File: src/rtl/if_fetch_stage.sv
// ---------------------------------------------------------------------------
// if_fetch_stage
// Instruction-fetch stage. Owns the PC, addresses a same-cycle instruction
// ROM, and buffers fetched {pc, inst} pairs in a small circular queue that
// feeds decode over a valid/ready handshake. A redirect reloads the PC and
// flushes the queue.
//
// Ports
//   i_clk              clock, all state updates on the rising edge
//   i_rst              synchronous active-high reset (wins over everything)
//   o_imem_addr        ROM byte address (registered PC)
//   i_imem_inst        ROM data for o_imem_addr, same cycle
//   i_redirect_valid   taken branch/jump/trap: reload PC, flush queue
//   i_redirect_pc      redirect target, bits [1:0] forced to zero
//   o_id_valid         queue head holds a valid instruction
//   i_id_ready         decode accepts the head this cycle
//   o_id_pc            PC of head entry (0 when empty)
//   o_id_inst          instruction of head entry (NOP_INST when empty)
// ---------------------------------------------------------------------------
module if_fetch_stage #(
    parameter logic [31:0] RESET_PC = 32'h0000_0000,
    parameter int unsigned QDEPTH   = 2,
    parameter logic [31:0] NOP_INST = 32'h0000_0013
) (
    input  logic        i_clk,
    input  logic        i_rst,
    output logic [31:0] o_imem_addr,
    input  logic [31:0] i_imem_inst,
    input  logic        i_redirect_valid,
    input  logic [31:0] i_redirect_pc,
    output logic        o_id_valid,
    input  logic        i_id_ready,
    output logic [31:0] o_id_pc,
    output logic [31:0] o_id_inst
);

    localparam int unsigned PW = (QDEPTH > 1) ? $clog2(QDEPTH) : 1;
    localparam int unsigned CW = $clog2(QDEPTH + 1);

    logic [31:0]   r_pc;
    logic [31:0]   r_q_pc   [QDEPTH];
    logic [31:0]   r_q_inst [QDEPTH];
    logic [PW-1:0] r_rd;
    logic [PW-1:0] r_wr;
    logic [CW-1:0] r_count;
    logic          r_id_valid;
    logic [31:0]   r_id_pc;
    logic [31:0]   r_id_inst;

    logic          w_pop;
    logic          w_push;
    logic [31:0]   w_pc_nxt;
    logic [PW-1:0] w_rd_nxt;
    logic [PW-1:0] w_wr_nxt;
    logic [CW-1:0] w_count_nxt;
    logic          w_id_valid_nxt;
    logic [31:0]   w_id_pc_nxt;
    logic [31:0]   w_id_inst_nxt;

    // Queue control and next-state; redirect overrides push and pop.
    always_comb begin
        w_pop          = 1'b0;
        w_push         = 1'b0;
        w_pc_nxt       = r_pc;
        w_rd_nxt       = r_rd;
        w_wr_nxt       = r_wr;
        w_count_nxt    = r_count;
        w_id_valid_nxt = 1'b0;
        w_id_pc_nxt    = 32'h0000_0000;
        w_id_inst_nxt  = NOP_INST;

        if (i_redirect_valid) begin
            w_pc_nxt    = {i_redirect_pc[31:2], 2'b00};
            w_rd_nxt    = '0;
            w_wr_nxt    = '0;
            w_count_nxt = '0;
        end else begin
            w_pop  = r_id_valid & i_id_ready;
            w_push = (r_count < CW'(QDEPTH)) | w_pop;
            if (w_pop) begin
                w_rd_nxt = r_rd + PW'(1);
            end
            if (w_push) begin
                w_wr_nxt = r_wr + PW'(1);
                w_pc_nxt = r_pc + 32'd4;
            end
            if (w_push && !w_pop) begin
                w_count_nxt = r_count + CW'(1);
            end else if (!w_push && w_pop) begin
                w_count_nxt = r_count - CW'(1);
            end
            // Registered head: take the entry being written when it lands in the head slot.
            if (w_count_nxt != '0) begin
                w_id_valid_nxt = 1'b1;
                if (w_push && (w_rd_nxt == r_wr)) begin
                    w_id_pc_nxt   = r_pc;
                    w_id_inst_nxt = i_imem_inst;
                end else begin
                    w_id_pc_nxt   = r_q_pc[w_rd_nxt];
                    w_id_inst_nxt = r_q_inst[w_rd_nxt];
                end
            end
        end
    end

    // PC, pointers, count and head output registers.
    always_ff @(posedge i_clk) begin
        if (i_rst) begin
            r_pc       <= RESET_PC;
            r_rd       <= '0;
            r_wr       <= '0;
            r_count    <= '0;
            r_id_valid <= 1'b0;
            r_id_pc    <= 32'h0000_0000;
            r_id_inst  <= NOP_INST;
        end else begin
            r_pc       <= w_pc_nxt;
            r_rd       <= w_rd_nxt;
            r_wr       <= w_wr_nxt;
            r_count    <= w_count_nxt;
            r_id_valid <= w_id_valid_nxt;
            r_id_pc    <= w_id_pc_nxt;
            r_id_inst  <= w_id_inst_nxt;
        end
    end

    // Queue storage; contents are don't-care while the count says empty.
    always_ff @(posedge i_clk) begin
        if (!i_rst && w_push) begin
            r_q_pc[r_wr]   <= r_pc;
            r_q_inst[r_wr] <= i_imem_inst;
        end
    end

    assign o_imem_addr = r_pc;
    assign o_id_valid  = r_id_valid;
    assign o_id_pc     = r_id_pc;
    assign o_id_inst   = r_id_inst;

endmodule

File: config.mk
export PLATFORM = sky130hd
export DESIGN_NAME = if_fetch_stage
export DESIGN_NICKNAME = d
export VERILOG_FILES = /design/src/rtl/if_fetch_stage.sv
export SDC_FILE = /design/constraint.sdc
export NUM_CORES = 1
export LEC_CHECK = 0
export ABC_AREA = 1
export BUFFER_PORTS_ARGS = -buffer_cell sky130_fd_sc_hd__buf_2
export CAP_MARGIN = 20
export CORE_MARGIN = 5
export CORE_UTILIZATION = 51
export DETAILED_ROUTE_END_ITERATION = 10
export PLACE_DENSITY = 0.8
export SETUP_SLACK_MARGIN = 0.05
export SYNTH_ARGS = -nofsm -noshare
export SYNTH_HDL_FRONTEND = slang
export SYNTH_SLANG_ARGS = --single-unit
File: constraint.sdc
create_clock -name i_clk -period 5.62 [get_ports i_clk]
set_input_delay 1.686 -clock i_clk [delete_from_list [all_inputs] [get_ports i_clk]]
set_output_delay 1.686 -clock i_clk [all_outputs]
set_load 0.1 [all_outputs]
Word level (Yosys, flattened, before mapping):

Memories as Yosys holds them, arrays and structs flattened. A register that Yosys moved wholly into a read port is not among the register bits.
Index checks and enable logic that the tools add are counted.

* flip-flop bits (word level): 37
* memory bits (writable): 128
* input bits: 68
* logic and storage cells: 38
* memories: 2

Memory list
* r_q_inst: words 2, width 32, read ports 1, clocked after memory_dff 1, wr ports 1, RTL line 42 `logic [31:0] r_q_inst [QDEPTH];`
* r_q_pc: words 2, width 32, read ports 1, clocked after memory_dff 1, wr ports 1, RTL line 41 `logic [31:0] r_q_pc [QDEPTH];`

* add/subtract/negate cells: 5
* order comparisons: 1
* muxes and demuxes: 11
* bitwise gates (word level): 3
* reduce and logical (&&, ||, !) cells: 10

Operator list (number)
* $mux 32: 2
* $add 32x3->32 const B: 1
* $mux 1: 6
* $mux 2: 3
* $reduce_bool 2->1: 2
* $logic_and 1x1->1: 3
* $logic_not 1->1: 3
* $reduce_or 3->1: 1
* $add 1x1->1 const B: 2
* $add 2x1->2 const B: 1
* $lt 2x2->1 const B: 1
* $reduce_or 2->1: 1
* $sub 2x1->2 const B: 1
* $and 1x1->1: 1
* $not 1->1: 1
* $or 1x1->1: 1

Logic depth before layout (Yosys ltp):

* depth in word-level cells: 10
* gate-level depth with buffers: 11
* mapped depth without buffers: 10

Least setup slack after synthesis:

Ideal clock, no wire load.

* path type: input-to-reg
* start: input port i_id_ready
* end: memory r_q_inst[0][0], enable pin
* library setup time: 0.482 ns
* arrival: 4.621 ns
* setup slack: 0.517 ns
* stages on the path: 4
* path through: nand2_2 -> nand2_1 -> nand2_1 -> nor2_1

* longest elaborated chain between the ends: 6

Ends and longest elaborated chain
* from (decl): RTL line 32 `input logic i_id_ready,`
* $and 1x1->1: RTL line 78 `w_pop = r_id_valid & i_id_ready;`
* $or 1x1->1: RTL line 79 `w_push = (r_count < CW'(QDEPTH)) | w_pop;`
* $mux 1: RTL line 72 `if (i_redirect_valid) begin`
* $logic_and 1x1->1: RTL line 129 `if (!i_rst && w_push) begin`
* $mux 1: RTL line 129
* $mux 1 (implied by the code): RTL line 131 `r_q_inst[r_wr] <= i_imem_inst;`
* to (decl): RTL line 42

Every way passes these cells.

Final worst setup path:

* start: input port i_id_ready
* end: register r_id_pc[5], in the netlist o_id_pc[5] (read register of r_q_pc)

* longest elaborated chain between the ends: 10
* elaborated cells between the ends (all ways): 14
* those cells by class: 5 x mux; 3 x bitwise; 6 x reduce/logical

Ends and longest elaborated chain
* $and 1x1->1 *: RTL line 78
* $or 1x1->1: RTL line 79
* $logic_not 1->1: RTL line 89 `end else if (!w_push && w_pop) begin`
* $logic_and 1x1->1: RTL line 89
* $mux 2: RTL line 89
* $mux 2: RTL line 87 `if (w_push && !w_pop) begin`
* $mux 2: RTL line 72
* $reduce_bool 2->1: RTL line 93 `if (w_count_nxt != '0) begin`
* $not 1->1 (no source line)
* $reduce_or 3->1 (no source line)
* to (decl): RTL line 47 `logic [31:0] r_id_pc;`

Every way passes the cells marked *; elsewhere a longest branch is shown, timed or not. The select of a mux whose other input is x is not followed.
A chain may end at the register's enable or synchronous reset.

==> results.json <==
{
  "timing.setup.tns_ns": 0,
  "path_depth": 9,
  "arrival_ns": 4.24,
  "leakage_nw": 4.62,
  "postCtsHoldBufs": 0,
  "rsz0062_at_grt": "no",
  "port_buffers": 158,
  "grt_pass1_wl_mm": 33.2,
  "ys_warn_count": 0,
  "die_w_microns": 144,
  "synth_area_sq_um": 9180,
  "antenna_found_initial": 0,
  "finalNetCount": 1215,
  "worstSetupEndpointType": "flop",
  "drive_gt1_frac": 0.230,
  "cp_slowest_cell": "inv_4",
  "syn-mean-instance-area_sq_um": 9.19,
  "final_cell_mix": "nand2_1 (413), buf_2 (158), edfxtp_1 (124)",
  "critPathTopFamily": "simple AND/OR/NAND/NOR gates",
  "cp.buffers_inverters": 3,
  "vdd_drop_max_mv": 0.358,
  "final_area_sq_um": 11000,
  "coreArea_sq_um": 17800,
  "initialDrtViolationCount": 502,
  "period_share": 0.680,
  "timing.rr.end": "o_id_pc[5]",
  "final_common_cell": "nand2_1",
  "dp.cells": 1349,
  "fin_cells": 1393,
  "start_util": 0.515,
  "slew_viol_final": 0,
  "h-tree-depth": 1,
  "ys_seq_area_frac": 0.617,
  "cts_resized": 0,
  "clk_pin_slew_worst_paths_ns": 0.06,
  "clock_latency_ns": 0.50,
  "fin_skew_ns": 0.0128,
  "grt_pass1_vias": 6821,
  "path_common_cell": "nand2_1",
  "worst_pin_slew_ns": 0.857,
  "ios": 165,
  "hp-class": "reg -> reg",
  "cellPowerDensity_nw_per_um2": 383,
  "seq_area_sq_um": 5670,
  "gp_congestion": 0.888,
  "crit_chain": "buf_2, nand2_2, nand2_1, nand2_1, inv_1, nand2_2, inv_4, nand2_1, a21oi_1",
  "drc": 0,
  "preCtsSetupSlack_ns": 1.35,
  "ys_seq_elements": 221,
  "postPlaceCellArea_sq_um": 10100,
  "r2r_cells": 8,
  "area_growth_pct": 19.3,
  "rows": 49,
  "worst_ep_required_time_ns": 6.04,
  "synthCells": 999,
  "crit_end": "o_id_pc[5]",
  "vias": 7179,
  "timing.fmax_mhz": 262,
  "clock_sinks": 221,
  "grtUsageMet3": 0.0311,
  "diodes": 0,
  "multi_input_area_sq_um": 3060,
  "reg2reg_from": "o_id_valid",
  "clockBufferDepth": 3,
  "maxSlewHeadroom": 0.427,
  "wirelength_mm": 21.1,
  "drtAntennaViolNets": 0,
  "dieArea_sq_um": 20800,
  "r2r_slack_ns": 2.71,
  "firstDrtPassIters": 5,
  "ctsRootBufferMaster": "clkbuf_16",
  "fin_ws_ns": 1.80,
  "critPathMaxFanout": 62,
  "viasPerCell": 5.15,
  "status": "complete, no violations",
  "dp_hpwl_mm": 13.5,
  "yosysUniqueCellTypes": 35,
  "chipHeight_microns": 144,
  "startpoint_type": "input pin",
  "wl_per_cell_microns": 15.1,
  "grt-ovfl-total": 0,
  "setup_viol": 0,
  "layout_min_cycle_time_ns": 3.82,
  "top_usage_layer": "met2",
  "gr-usage-all-layers": 0.199,
  "cap_violations": 0,
  "crit_type": "in -> reg",
  "cts_made_buffers": 24,
  "cp-startpoint": "i_id_ready",
  "grt_start_max_net_pins": 63,
  "cts_setup_buffers": 0,
  "cts_tree": "done",
  "use_met2": 0.333,
  "gr-usage-met1": 0.263,
  "fill_cells": 1431,
  "max_stage_delay_ns": 0.75,
  "hold_viol": 0
}
kinds of logic after synthesis:
kind of cell	Yosys count	share of synthesized area
buffers and inverters	101	0.0529
other	1	0.000408
xor gates and xnor gates	2	0.00273
DFF	221	0.617
and+or+nand+nor	558	0.247
AOI/OAI and AO/OA	115	0.0786
adders and majority gates	1	0.00136
routing by layer:
layer | routed length [microns] | vias to the layer above | share of wire
li1 | - | 3554 | -
met5 | 0 | - | 0
met2 | 10000 | 301 | 0.48
met3 | 1670 | 48 | 0.079
met1 | 8830 | 3276 | 0.42
met4 | 552 | 0 | 0.026
power breakdown:
group | switching, W | internal (W)
registers | 0.0000539 | 0.00179
logic | 0.000559 | 0.000123
clock network | 0.000598 | 0.00107
how the worst min path moves through the flow:
stage | start | endpoint | slack (ns) | cells after the start
final | r_q_inst[1][0] | o_id_inst[0] | 0.50 | 2
after global routing | r_q_inst[1][1] | o_id_inst[1] | 0.53 | 2
after CTS | r_q_inst[1][0] | o_id_inst[0] | 0.50 | 2
after detailed placement | r_q_inst[1][1] | o_id_inst[1] | 0.49 | 2
after global placement | r_q_inst[1][4] | o_id_inst[4] | 0.48 | 2
after floorplan | r_q_inst[1][0] | o_id_inst[0] | 0.47 | 2
layout make-up:
| class | count | area share |
|---|---|---|
| repair buffers | 166 | 0.0799 |
| multi-input cells | 680 | 0.280 |
| flip-flops and latches | 221 | 0.517 |
| clock buffers | 36 | 0.0663 |
| well taps | 229 | 0.0261 |
| inverters | 53 | 0.0184 |
| clock inverters | 8 | 0.0127 |
worst reg2reg max path, cell delays in order (launching register included):
cell     delay, ns
dfxtp_1       0.33
nand2_2       0.11
nand2_1       0.43
nand2_1       0.30
inv_1         0.13
nand2_2       0.36
inv_4         0.76
nand2_1       0.21
a21oi_1       0.19
cell usage after synthesis:
cell type / instances / area (sq um)
a31oi_1: 6 / 37.5
or2_2: 2 / 12.5
nor2_4: 1 / 11.3
xor2_2: 1 / 16.3
buf_6: 7 / 78.8
nand3b_1: 4 / 30.0
nand2_2: 23 / 144
and2_1: 1 / 6.26
inv_4: 1 / 6.26
nor3_1: 8 / 40.0
xor2_1: 1 / 8.76
dfxtp_1: 97 / 1940
o21ai_0: 13 / 65.1
inv_1: 48 / 180
inv_2: 4 / 15.0
o21ai_1: 4 / 20.0
o21bai_1: 1 / 7.51
nand4_1: 2 / 12.5
or2_0: 1 / 6.26
buf_4: 5 / 37.5
a21oi_2: 27 / 236
edfxtp_1: 124 / 3720
conb_1: 1 / 3.75
nand2_1: 413 / 1550
nand3_1: 47 / 235
nor2_1: 52 / 195
clkbuf_1: 10 / 37.5
buf_2: 26 / 130
a211oi_1: 2 / 15.0
or3_1: 1 / 6.26
ha_1: 1 / 12.5
nor2_2: 3 / 18.8
o211ai_1: 9 / 67.6
a21oi_1: 50 / 250
a22oi_1: 3 / 22.5
flip-flops by register name, indices dropped and copies added, names as in the netlist:
name,count
o_id_inst,32
o_id_pc,30
o_id_valid,1
o_imem_addr,30
r_count,2
r_q_inst,64
r_q_pc,60
r_rd,1
r_wr,1
per-stage QoR:
| stage | total power [W] | hold slack [ns] | util |
|---|---|---|---|
| 2_1_floorplan | 0.00243 | 0.473 | - |
| 3_3_place_gp | 0.00255 | 0.484 | 0.566 |
| 3_5_place_dp | 0.00256 | 0.489 | 0.566 |
| 4_1_cts | 0.00424 | 0.503 | 0.614 |
| 5_1_grt | 0.00435 | 0.531 | 0.614 |
| 6_report | 0.00420 | 0.502 | 0.614 |
(Power assumes the default switching activity.)
